**src/rtl/aes_round_ctrl.sv**
```systemverilog
`timescale 1ns/1ps
// AES-128 round sequencer: 10 rounds of DP_LAT+1 cycles each, ciphertext valid 10*(DP_LAT+1) edges after accept.
// Accepts a job only when idle; holds the ciphertext in DONE until out_ready; abort cancels a running job.
module aes_round_ctrl #(
  parameter int unsigned DP_LAT = 1
) (
  input  logic         clk,
  input  logic         rst,
  input  logic         in_valid,
  output logic         in_ready,
  input  logic [127:0] plaintext,
  input  logic [127:0] key,
  output logic         out_valid,
  input  logic         out_ready,
  output logic [127:0] ciphertext,
  input  logic         abort,
  output logic         busy,
  output logic [3:0]   rc,
  output logic [127:0] sub_key,
  output logic [127:0] state_arr,
  output logic         final_round,
  input  logic [127:0] keyout,
  input  logic [127:0] roundout
);
  typedef enum logic [1:0] {IDLE, RUN, DONE} fsm_t;

  localparam logic [2:0] LAT        = 3'(DP_LAT);
  localparam logic [3:0] LAST_ROUND = 4'd10;

  fsm_t         fsm;
  logic [3:0]   round;
  logic [2:0]   cnt;
  logic [127:0] state_reg;
  logic [127:0] key_reg;
  logic         capture;
  logic [3:0]   round_nxt;

  assign capture   = (cnt == LAT);
  assign round_nxt = round + 4'd1;

  assign ciphertext = state_reg;
  assign state_arr  = state_reg;
  assign sub_key    = key_reg;

  always_ff @(posedge clk) begin
    if (rst) begin
      fsm         <= IDLE;
      round       <= 4'd0;
      cnt         <= 3'd0;
      state_reg   <= '0;
      key_reg     <= '0;
      in_ready    <= 1'b1;
      out_valid   <= 1'b0;
      busy        <= 1'b0;
      rc          <= 4'd0;
      final_round <= 1'b0;
    end else begin
      case (fsm)
        IDLE: begin
          if (in_valid) begin
            state_reg   <= plaintext ^ key;
            key_reg     <= key;
            round       <= 4'd1;
            cnt         <= 3'd0;
            fsm         <= RUN;
            in_ready    <= 1'b0;
            busy        <= 1'b1;
            rc          <= 4'd1;
            final_round <= 1'b0;
          end
        end
        RUN: begin
          // abort takes priority over a round capture in the same cycle
          if (abort) begin
            fsm         <= IDLE;
            cnt         <= 3'd0;
            in_ready    <= 1'b1;
            busy        <= 1'b0;
            rc          <= 4'd0;
            final_round <= 1'b0;
          end else if (capture) begin
            state_reg <= roundout;
            key_reg   <= keyout;
            cnt       <= 3'd0;
            if (round == LAST_ROUND) begin
              fsm         <= DONE;
              out_valid   <= 1'b1;
              busy        <= 1'b0;
              rc          <= 4'd0;
              final_round <= 1'b0;
            end else begin
              round       <= round_nxt;
              rc          <= round_nxt;
              final_round <= (round_nxt == LAST_ROUND);
            end
          end else begin
            cnt <= cnt + 3'd1;
          end
        end
        DONE: begin
          if (out_ready) begin
            fsm       <= IDLE;
            out_valid <= 1'b0;
            in_ready  <= 1'b1;
          end
        end
        default: fsm <= IDLE;
      endcase
    end
  end
endmodule

```
**config.mk**
```make
export PLATFORM = sky130hd
export DESIGN_NAME = aes_round_ctrl
export DESIGN_NICKNAME = d
export VERILOG_FILES = /design/src/rtl/aes_round_ctrl.sv
export SDC_FILE = /design/constraint.sdc
export NUM_CORES = 1
export LEC_CHECK = 0
export ABC_AREA = 1
export BUFFER_PORTS_ARGS = -buffer_cell sky130_fd_sc_hd__buf_4
export CORE_AREA = 4 4 349 351
export CTS_CLUSTER_DIAMETER = 40
export DETAILED_ROUTE_END_ITERATION = 8
export DIE_AREA = 0 0 353 355
export GPL_ROUTABILITY_DRIVEN = 0
export SLEW_MARGIN = 20
export SYNTH_ARGS = -nofsm -noshare
export SYNTH_HDL_FRONTEND = slang
export SYNTH_SLANG_ARGS = --single-unit
export TNS_END_PERCENT = 10
```
**constraint.sdc**
```tcl
create_clock -name clk -period 4.9 [get_ports clk]
set_input_delay 0.49 -clock clk [delete_from_list [all_inputs] [get_ports clk]]
set_output_delay 0.49 -clock clk [all_outputs]
set_load 0.05 [all_outputs]
```
==> impl_results.md, run 1 <==
* Cts bufs inserted at 66
* Die area at roughly 0.13 sq mm
* CTS tree: yes
* Compound-Gate Fraction of Synth Area at 0.132
* Worst path bufs/invs at 4
* Worst path most repeated cell: buf_4
* 1st-iter DRT viols at 1372
* P_leak at approximately 12 nW
* H-tree Lvls at 3
* Slowest cell on crit path: buf_4
* Setup Skew at roughly 22 ps
* Register Area at around 0.0055 sq mm
* CP Depth at 8
* Slew @ Worst Pin at ~900 ps
* Post-CTS Setup Inserts at 0
* Hold Buf Count CTS at 0
* Fillers at 13400
* Cells after Synth at 2486
* Fraction of registers with async set/reset at 0
* Latest clock arrival within the worst-skew pair at 600 ps
* Max transition margin at 0.386
* Post-CTS resize count at 0
* RSZ-0062 raised after global routing: false
* Synth top area cells: dfxtp_1 (36%), nand2_1 (26%), a21oi_1 (8.6%)
* Crit path max-delay family: buffers and inverters
* Core Region at 0.119 sq mm
* Yosys top cell by area: dfxtp_1
* DRC viols at 0
* Syn_area_per_cell at 6.18 sq um
* Slew Viols, Final at 0
* Simple-Gate Fraction of Synth Area at 0.384
* Routed WL per cell at about 16 um
* Crit path required time at 5410 ps
* Non-filler cells, final at 4785
* Ys Warns at 0
* TNS Setup at 0 ps
* ANT nets after route at 0
* Post-synthesis xor/xnor area fraction at 0.00114
* Number of synthesized flops with an enable pin at 0
* PD cells at 778 mW/mm^2
* Area growth, synth to finish at 62.7%
* Most common flop cell mapped by yosys: dfxtp_1
* Critical path class: reg2reg
* DP Cell Count at 4659
* Std-Cell Rows at 127
* Layout cells sized above 1 at 0.324
* CP startpoint kind: flop
* Sequential fraction of the synthesis area at 0.356
* DR vias/cell at 3.97
* Number of global-route vias before repair at between 15000 and 20000
* Mapped Nets at 3010
* Drt total wl at a little under 80000 um
* Total track usage at 0.117
* Outcome: finished, final reports clean
* Die X at ~350 um
* Clock sinks at 273
* Largest net degree at the start of global routing at 139
* Vias at 19000
* Syn Std Cell Area at between 0.015 and 0.02 sq mm
* DRT Pass-1 Iters at 5
* Antenna violations before repair at 5
* IO Pins at 909
* Cell Area, Placed at approximately 0.023 sq mm
* Maximum clock path buffer count at 3
* Tcrit/Tclk final at 0.698
* Min-delay worst type: in2reg
* Critical Path, Cell by Cell: inv_1 -> ha_4 -> inv_8 -> o21bai_4 -> buf_4 -> buf_4 -> nand3_1 -> a21oi_1
* Max-cap viol count at 0
* Final setup viols at 0
* Main combinational cell family by area after synthesis: simple AND/OR/NAND/NOR gates
* Post-synthesis mux area share at 0
* Total grt overflow at 0
* Arrival time of the worst setup path at 3930 ps
* Global-route wire length before repair at 113000 um
* Final instance area at 0.0250 sq mm
* I/O Buffers at 908
* Worst reg2reg path depth at 8
* FF+latch count, synth at approximately 270
* Die Y at approximately 360 um
* Adder-cell share of the synthesized area at 0.00570
* Reg clk slew, reported paths at roughly 50 ps
* VDD IR-drop max at 0.689 mV
* Most frequent cell after synthesis: nand2_1
* Synth unique cells at 20
* Multi-input gate area at 0.00807 sq mm
* DP HPWL at 59300 um
* Crit-path max cell delay at roughly 670 ps
* Final min period at approximately 3400 ps
* Final nets at 3703
* Element type at the critical path end: flop
* Most common library cells after synthesis: nand2_1 (1059), dfxtp_1 (273), a21oi_1 (264), nand3_1 (264), nor2_1 (147)
* Initial Util at 0.129
* Synth top area share at 0.356
* Hold path depth at 4
* Root buf cell: clkbuf_16
* Max Clk Rate at 0.292 GHz
* Worst-path maximum fanout at about 130
* Final hold violation count at 0
==> sequential cells by signal, indices dropped and copies added (netlist names) <==
signal       count
sub_key        128
cnt              3
round            4
final_round      1
fsm              2
busy             1
out_valid        1
rc               4
ciphertext     128
in_ready         1
==> area by class of cell <==
| type | instances | share of cell area |
|---|---|---|
| multi-input cells | 1890 | 0.323 |
| repair buffers | 925 | 0.283 |
| flip-flops and latches | 273 | 0.219 |
| well taps | 1548 | 0.0775 |
| clock buffers | 83 | 0.0744 |
| clock inverters | 39 | 0.0194 |
| inverters | 23 | 0.00376 |
| diodes | 4 | 0.000401 |
==> metrics by stage <==
stage | util | hold WS [ps] | total power, mW | setup slack (ps)
floorplan | - | 478 | 11.6 | 3300
global placement | 0.190 | 449 | 14.8 | 1460
CTS | 0.210 | 166 | 19.6 | 1400
finish | 0.210 | 235 | 19.4 | 1480
global route | 0.210 | 240 | 20.5 | 1120
detailed placement | 0.190 | 452 | 14.8 | 1390
==> placed cells by master, fill, tap and decap left out <==
master,instances
clkinv_4,2
clkbuf_8,8
bufinv_16,8
a21oi_1,264
o21bai_1,1
xor2_1,2
clkbuf_16,69
nor3_1,2
inv_8,1
nand2_1,1058
o21bai_4,1
buf_12,9
nand2_4,1
clkbuf_1,6
ha_1,6
inv_1,22
nand2_8,1
clkinv_2,11
inv_16,1
nand3_1,264
a31oi_1,1
nand3_2,1
nor2_1,147
clkinvlp_4,10
clkinv_8,2
inv_6,5
buf_8,1
ha_4,1
o21ai_0,136
nand4_1,4
diode_2,4
dfxtp_1,273
buf_4,915
==> worst min-delay path: stages <==
cell     delay, ps
buf_4           90
nand4_1         80
nand2_1         60
nor2_1          30
==> logic make-up after synthesis <==
group,after synthesis
compound gates,403
buf+inv,323
fa+ha+maj,7
xor+xnor,2
flops,273
simple gates,1478
==> routing by layer <==
layer | track usage | up-vias | part of all wire
met3 | 0.0372 | 140 | 0.089
met2 | 0.185 | 869 | 0.45
met4 | 0.0482 | 2 | 0.037
met5 | 0 | - | 0.00025
met1 | 0.146 | 8713 | 0.42
li1 | - | 9290 | -
==> worst paths after layout <==
check | startpoint | to | slack (ps)
setup / recovery | fsm[1] | sub_key[16] | 1480
hold / removal | out_ready | out_valid | 230
setup reg to reg | fsm[1] | sub_key[16] | 1480
hold reg to reg | sub_key[42] | sub_key[42] | 460
==> report_power, final <==
part           internal, mW  leakage [nW]  switching [mW]
registers              3.00          2.23           0.662
logic                  3.04          8.43            8.10
clock network          3.12          1.13            1.50
No activity file was read; power rests on OpenSTA's default activity.
==> run 2, diff against run 1 <==
==> constraint.sdc (replaced) <==
create_clock -name clk -period 3.3 [get_ports clk]
set_input_delay 0.33 -clock clk [delete_from_list [all_inputs] [get_ports clk]]
set_output_delay 0.33 -clock clk [all_outputs]
set_load 0.05 [all_outputs]
==> run 2 against run 1 <==
- utilization is 0.18 points lower
- wire length is 1.4% lower
- via count is 1.1% lower
- largest power group unchanged
==> impl_results.md, run 2 (synthesis results as in run 1) <==
* Drt total wl at 77600 um (-1.4%)
* DRC viols at 0 (unchanged)
* Die Y at 355 um (unchanged)
* Clock sinks at 273 (unchanged)
* Crit path required time at 3760 ps (-1650 ps)
* P_leak at 11.7 nW (-0.71%)
* Cts bufs inserted at 55 (-17%)
* Latest clock arrival within the worst-skew pair at 630 ps (+30 ps)
* Total grt overflow at 0 (unchanged)
* Number of global-route vias before repair at 18000 (-0.022%)
* Global-route wire length before repair at 111000 um (-1.8%)
* Sw Share at 0.537 (+0.00839)
* Arrival time of the worst setup path at 3110 ps (-820 ps)
* Outcome: finished, final reports clean
* Die area at 0.125 sq mm (unchanged)
* Largest net degree at the start of global routing at 126 (-9.4%)
* Routed WL per cell at 16.2 um (-1.2%)
* Root buf cell: clkbuf_16
* Tcrit/Tclk final at 0.802 (+0.104)
* Total track usage at 0.115 (-0.00220)
* Max-cap viol count at 0 (unchanged)
* Post-CTS Setup Inserts at 0 (unchanged)
* Critical Path, Cell by Cell: inv_1 -> ha_4 -> nand2_1 -> nand2_4 -> nand2_8 -> buf_12 -> nand2_1 -> a21oi_1
* H-tree Lvls at 2 (-1)
* Initial Util at 0.129 (unchanged)
* DR vias/cell at 3.94 (-0.90%)
* Multi-input gate area at 0.00807 sq mm (unchanged)
* TNS Setup at 0 ps (unchanged)
* Final setup viols at 0 (unchanged)
* Int Power at 13.0 mW (+41%)
* DRT Pass-1 Iters at 7 (+2)
* Crit-path max cell delay at 460 ps (-210 ps)
* Slew @ Worst Pin at 810 ps (-110 ps)
* CP startpoint kind: flop
* Worst path most repeated cell: nand2_1
* ANT nets after route at 0 (unchanged)
* Die X at 353 um (unchanged)
* Final nets at 3708 (+0.14%)
* Most common cell after layout, fill and taps aside: nand2_1
* PD cells at 1130 mW/mm^2 (+45%)
* Fillers at 13500 (+0.067%)
* Max Clk Rate at 0.378 GHz (+29%)
* Clock power frac at 0.208 (-0.030)
* IO Pins at 909 (unchanged)
* Layout cells sized above 1 at 0.323 (-0.00116)
* Reg clk slew, reported paths at 50 ps (about the same)
* Slowest cell on crit path: nand2_8
* Tot Pwr at 28.0 mW (+44%)
* Sequential share of power at 0.196 (+0.007)
* Slew Viols, Final at 0 (unchanged)
* Final min period at 2650 ps (-774 ps)
* I/O Buffers at 908 (unchanged)
* Max transition margin at 0.460 (+0.0735)
* Comb power frac at 0.596 (+0.023)
* Final hold violation count at 0 (unchanged)
* Maximum clock path buffer count at 3 (unchanged)
* Antenna violations before repair at 4 (-1)
* Element type at the critical path end: flop
* Commonest non-fill, non-tap cells in the layout: nand2_1 (1058), buf_4 (924), dfxtp_1 (273), nand3_1 (264), a21oi_1 (264)
* Setup Skew at 39.5 ps (+17.5 ps)
* DP HPWL at 59900 um (+0.94%)
* 1st-iter DRT viols at 1394 (+1.6%)
* Std-Cell Rows at 127 (unchanged)
* CTS tree: yes
* Sw power at 15.0 mW (+46%)
* VDD IR-drop max at 0.559 mV (-19%)
* Core Region at 0.119 sq mm (unchanged)
* RSZ-0062 raised after global routing: false
* Critical path class: reg2reg
* Min-delay worst type: in2reg
* Register Area at 0.00547 sq mm (unchanged)
* Worst-path maximum fanout at 70 (-47%)
* Area growth, synth to finish at 61.3%
* Vias at 18800 (-1.1%)
-- run 2: cell count changes in the layout (fill, tap and decap cells not counted) --
cell	delta
buf_12	+6
buf_4	+9
clkbuf_1	-2
clkbuf_16	-14
clkbuf_8	-2
clkinv_16	+2
clkinv_4	+3
clkinv_8	-1
clkinvlp_4	-4
diode_2	-3
dlygate4sd3_1	+1
inv_16	-1
inv_6	-4
-- run 2: cell type report --
cell class | count | area share
inverter | 23 | 0.00379
tap | 1548 | 0.0782
clock inverter | 34 | 0.0189
multi-input combinational | 1890 | 0.326
timing repair buffer | 941 | 0.293
antenna | 1 | 0.000101
clock buffer | 65 | 0.0595
sequential | 273 | 0.221
-- run 2: worst max-delay path: cells and delay by family (launching register included) --
| kind | cells | cell delay, ps |
|---|---|---|
| and+or+nand+nor | 4 | 1140 |
| adders and majority gates | 1 | 350 |
| DFF | 1 | 320 |
| buffers and inverters | 2 | 490 |
| AOI/OAI and AO/OA | 1 | 60 |
-- run 2: power by group through the flow --
stage / clock [mW] / combinational (mW) / sequential (mW)
floorplan: 0 / 8.26 / 8.94
global placement: 0 / 16.7 / 5.50
detailed placement: 0 / 16.7 / 5.51
CTS: 6.01 / 16.7 / 5.47
global route: 6.18 / 17.8 / 5.62
finish: 5.83 / 16.7 / 5.47
-- run 2: metrics by stage --
| stage | hold WS (ps) | utilization | cell area, sq um | worst slack (ps) | instances |
|---|---|---|---|---|---|
| global placement | 449 | 0.192 | 22800 | 738 | 4674 |
| global route | 52.0 | 0.208 | 24800 | 465 | 4774 |
| CTS | 21.3 | 0.208 | 24800 | 634 | 4774 |
| finish | 91.8 | 0.208 | 24800 | 655 | 4775 |
| floorplan | 478 | - | 15400 | 1700 | 2486 |
| detailed placement | 454 | 0.192 | 22800 | 666 | 4674 |
-- run 2: per-layer routing --
layer / global-route usage / wire length (um) / vias to the layer above
met2: 0.189 / 35900 / 830
met4: 0.0406 / 2580 / 2
met3: 0.0432 / 7910 / 135
li1: - / - / 9290
met5: 0 / 12 / -
met1: 0.136 / 31200 / 8547
-- run 2: final timing paths --
path / start / to / slack [ps] / cells after the start
hold reg to reg: sub_key[82] / sub_key[82] / 460 / 2
hold / removal: keyout[71] / sub_key[71] / 90 / 5
setup reg to reg: fsm[1] / ciphertext[17] / 650 / 8
setup / recovery: fsm[1] / ciphertext[17] / 650 / 8
-- run 2: repair_timing --
item                                   4_1_cts  5_1_grt
endpoints found under the hold margin        1        0
setup endpoints to repair                    0        0
resized for setup                            0        0
hold buffers                                 1        0
==> run 3, diff against run 2 <==
==> constraint.sdc (replaced) <==
create_clock -name clk -period 2.13 [get_ports clk]
set_input_delay 0.213 -clock clk [delete_from_list [all_inputs] [get_ports clk]]
set_output_delay 0.213 -clock clk [all_outputs]
set_load 0.05 [all_outputs]
==> run 3 against run 2 <==
- the run now ends with setup timing left
- via count up 14%
- clock-buffer cell count increased by 4
- sequential power increased by 56%
- sequential share of layout area fell by 3.8 points
- critical path type unchanged
- critical endpoint is now sub_key[31]
- highest routed layer unchanged
==> impl_results.md, run 3 (synthesis results as in run 1) <==
* Outcome: finished with violations
* Failing checks: setup timing
* Layout cells sized above 1 at 0.298 (-0.0243)
* DR vias/cell at 4.06 (+3.1%)
* R2R Setup Slk at -1 ps (-660 ps)
* P_leak at 13.9 nW (+19%)
* Total grt overflow at 0 (unchanged)
* Core Region at 0.119 sq mm (unchanged)
* Fillers at 12900 (-3.8%)
* H-tree Lvls at 2 (unchanged)
* VDD IR-drop max at 0.820 mV (+47%)
* RSZ-0062 raised after global routing: true
* Drt total wl at 87600 um (+13%)
* Crit-path max cell delay at 400 ps (-60 ps)
* Most common cell after layout, fill and taps aside: nand2_1
* Critical Path, Cell by Cell: ha_4 -> buf_4 -> buf_12 -> nand2_1 -> nand2_1 -> nand3_1 -> a21oi_1
* Global-route wire length before repair at 123000 um (+11%)
* Clock power frac at 0.188 (-0.020)
* ANT nets after route at 0 (unchanged)
* Setup ws final at -1.37 ps (-656 ps)
* CTS tree: yes
* Critical path class: reg2reg
* Number of global-route vias before repair at 21000 (+17%)
* Post-placement worst setup slack at 107 ps (-559 ps)
* Commonest non-fill, non-tap cells in the layout: nand2_1 (1058), buf_4 (986), dlygate4sd3_1 (437), dfxtp_1 (273)
* Die Y at 355 um (unchanged)
* Slew Viols, Final at 0 (unchanged)
* Vias at 21500 (+14%)
* Crit path max-delay family: simple AND/OR/NAND/NOR gates
* Die area at 0.125 sq mm (unchanged)
* Worst-path maximum fanout at 106 (+51%)
* Maximum clock path buffer count at 3 (unchanged)
* Worst reg2reg path depth at 7 (-1)
* Comb power frac at 0.627 (+0.031)
* Sw Share at 0.529 (-0.00751)
* DP HPWL at 62900 um (+5.0%)
* Final hold violation count at 0 (unchanged)
* Antenna violations before repair at 5 (+1)
* Tot Pwr at 46.1 mW (+65%)
* Cts bufs inserted at 54 (-1.8%)
* Cell Area, Placed at 0.0234 sq mm (+2.5%)
* Arrival time of the worst setup path at 2660 ps (-450 ps)
* Slowest cell on crit path: dfxtp_1
* Routed WL per cell at 16.5 um (+1.8%)
* Reg clk slew, reported paths at 50 ps (about the same)
* DRC viols at 0 (unchanged)
* Min-delay worst type: in2reg
* Worst path most repeated cell: nand2_1
* Hold path depth at 6 (+1)
* Largest net degree at the start of global routing at 107 (-15%)
* Final setup viols at 1 (+1)
* Final min period at 2130 ps (-514 ps)
* Std-Cell Rows at 127 (unchanged)
* CP startpoint kind: flop
* Latest clock arrival within the worst-skew pair at 610 ps (-20 ps)
* Worst path bufs/invs at 2 (unchanged)
* IO Pins at 909 (unchanged)
* Total track usage at 0.125 (+0.0107)
* 1st-iter DRT viols at 1821 (+31%)
* Sw power at 24.4 mW (+62%)
* Element type at the critical path end: flop
* Int Power at 21.7 mW (+67%)
* Worst hold margin at 56.6 ps (-35.2 ps)
* Clock sinks at 273 (unchanged)
* DRT Pass-1 Iters at 8 (+1)
* Fin util at 0.251 (+0.0429)
* Crit path required time at 2660 ps (-1100 ps)
* PD cells at 1540 mW/mm^2 (+36%)
* Tcrit/Tclk final at 1.00 (+0.199)
* Slew @ Worst Pin at 749 ps (-60.8 ps)
* Max transition margin at 0.500 (+0.0406)
* CP Depth at 7 (-1)
* Sequential share of power at 0.185 (-0.011)
* Final nets at 4220 (+14%)
* Initial Util at 0.129 (unchanged)
* Root buf cell: clkbuf_16
* Final instance area at 0.0299 sq mm (+21%)
* Area growth, synth to finish at 94.6%
* Max Clk Rate at 0.469 GHz (+24%)
* Max-cap viol count at 0 (unchanged)
* I/O Buffers at 908 (unchanged)
* Die X at 353 um (unchanged)
* Setup Skew at 11.7 ps (-27.9 ps)
==> run 3: cell types whose count changed in the layout (fill, tap and decap cells not counted), sizes merged <==
cell and change:
inv +2, clkinv -5, clkbuf +9, diode +4
buf +71, bufinv -2, nand2 +1, clkinvlp +2
dlygate4sd3 +436
==> run 3: area by class of cell <==
cell class | count | area [sq um] | share of cell area
repair buffers | 1453 | 12400 | 0.416
multi-input cells | 1891 | 8080 | 0.270
flip-flops and latches | 273 | 5470 | 0.183
well taps | 1548 | 1940 | 0.0648
clock buffers | 69 | 1480 | 0.0494
clock inverters | 31 | 384 | 0.0129
inverters | 23 | 98.8 | 0.00331
diodes | 5 | 12.5 | 0.000419
==> run 3: timing repair <==
item,in CTS,in global routing
hold buffers,437,0
setup endpoints to repair,0,16
setup buffers,0,7
endpoints found under the hold margin,224,0
resized for setup,0,8
==> run 3: routing by layer <==
layer,vias up,share of wire,global-route usage
li1,10300,-,-
met1,9900,0.42,0.157
met2,1050,0.46,0.205
met3,201,0.083,0.0284
met4,2,0.045,0.0569
met5,-,0.00015,0
==> run 3: worst min-delay path, stage by stage <==
cell     delay [ps]
buf_4            80
nand2_1          40
nand2_1          50
o21ai_0          80
nand3_1          80
a21oi_1          60
==> run 3: path summary, 6_finish.rpt <==
| path | end | from |
|---|---|---|
| worst min register to register | sub_key[98] | sub_key[98] |
| worst max-delay path | sub_key[31] | fsm[0] |
| worst max register to register | sub_key[31] | fsm[0] |
| worst min-delay path | ciphertext[20] | plaintext[20] |
==> run 3: power by group through the flow <==
stage / Sequential [mW] / Clock [mW] / Combinational, mW
2_1_floorplan: 13.8 / 0 / 12.8
3_3_place_gp: 8.52 / 0 / 26.9
3_5_place_dp: 8.54 / 0 / 27.0
4_1_cts: 8.49 / 8.98 / 27.8
5_1_grt: 8.69 / 9.20 / 30.6
6_report: 8.52 / 8.68 / 28.9
==> run 3: stage by stage <==
stage	std cells	setup TNS, ps
after floorplan	2486	0
after global placement	4738	0
after detailed placement	4738	0
after CTS	5275	0
after global routing	5290	-15.1
final	5293	-1.37
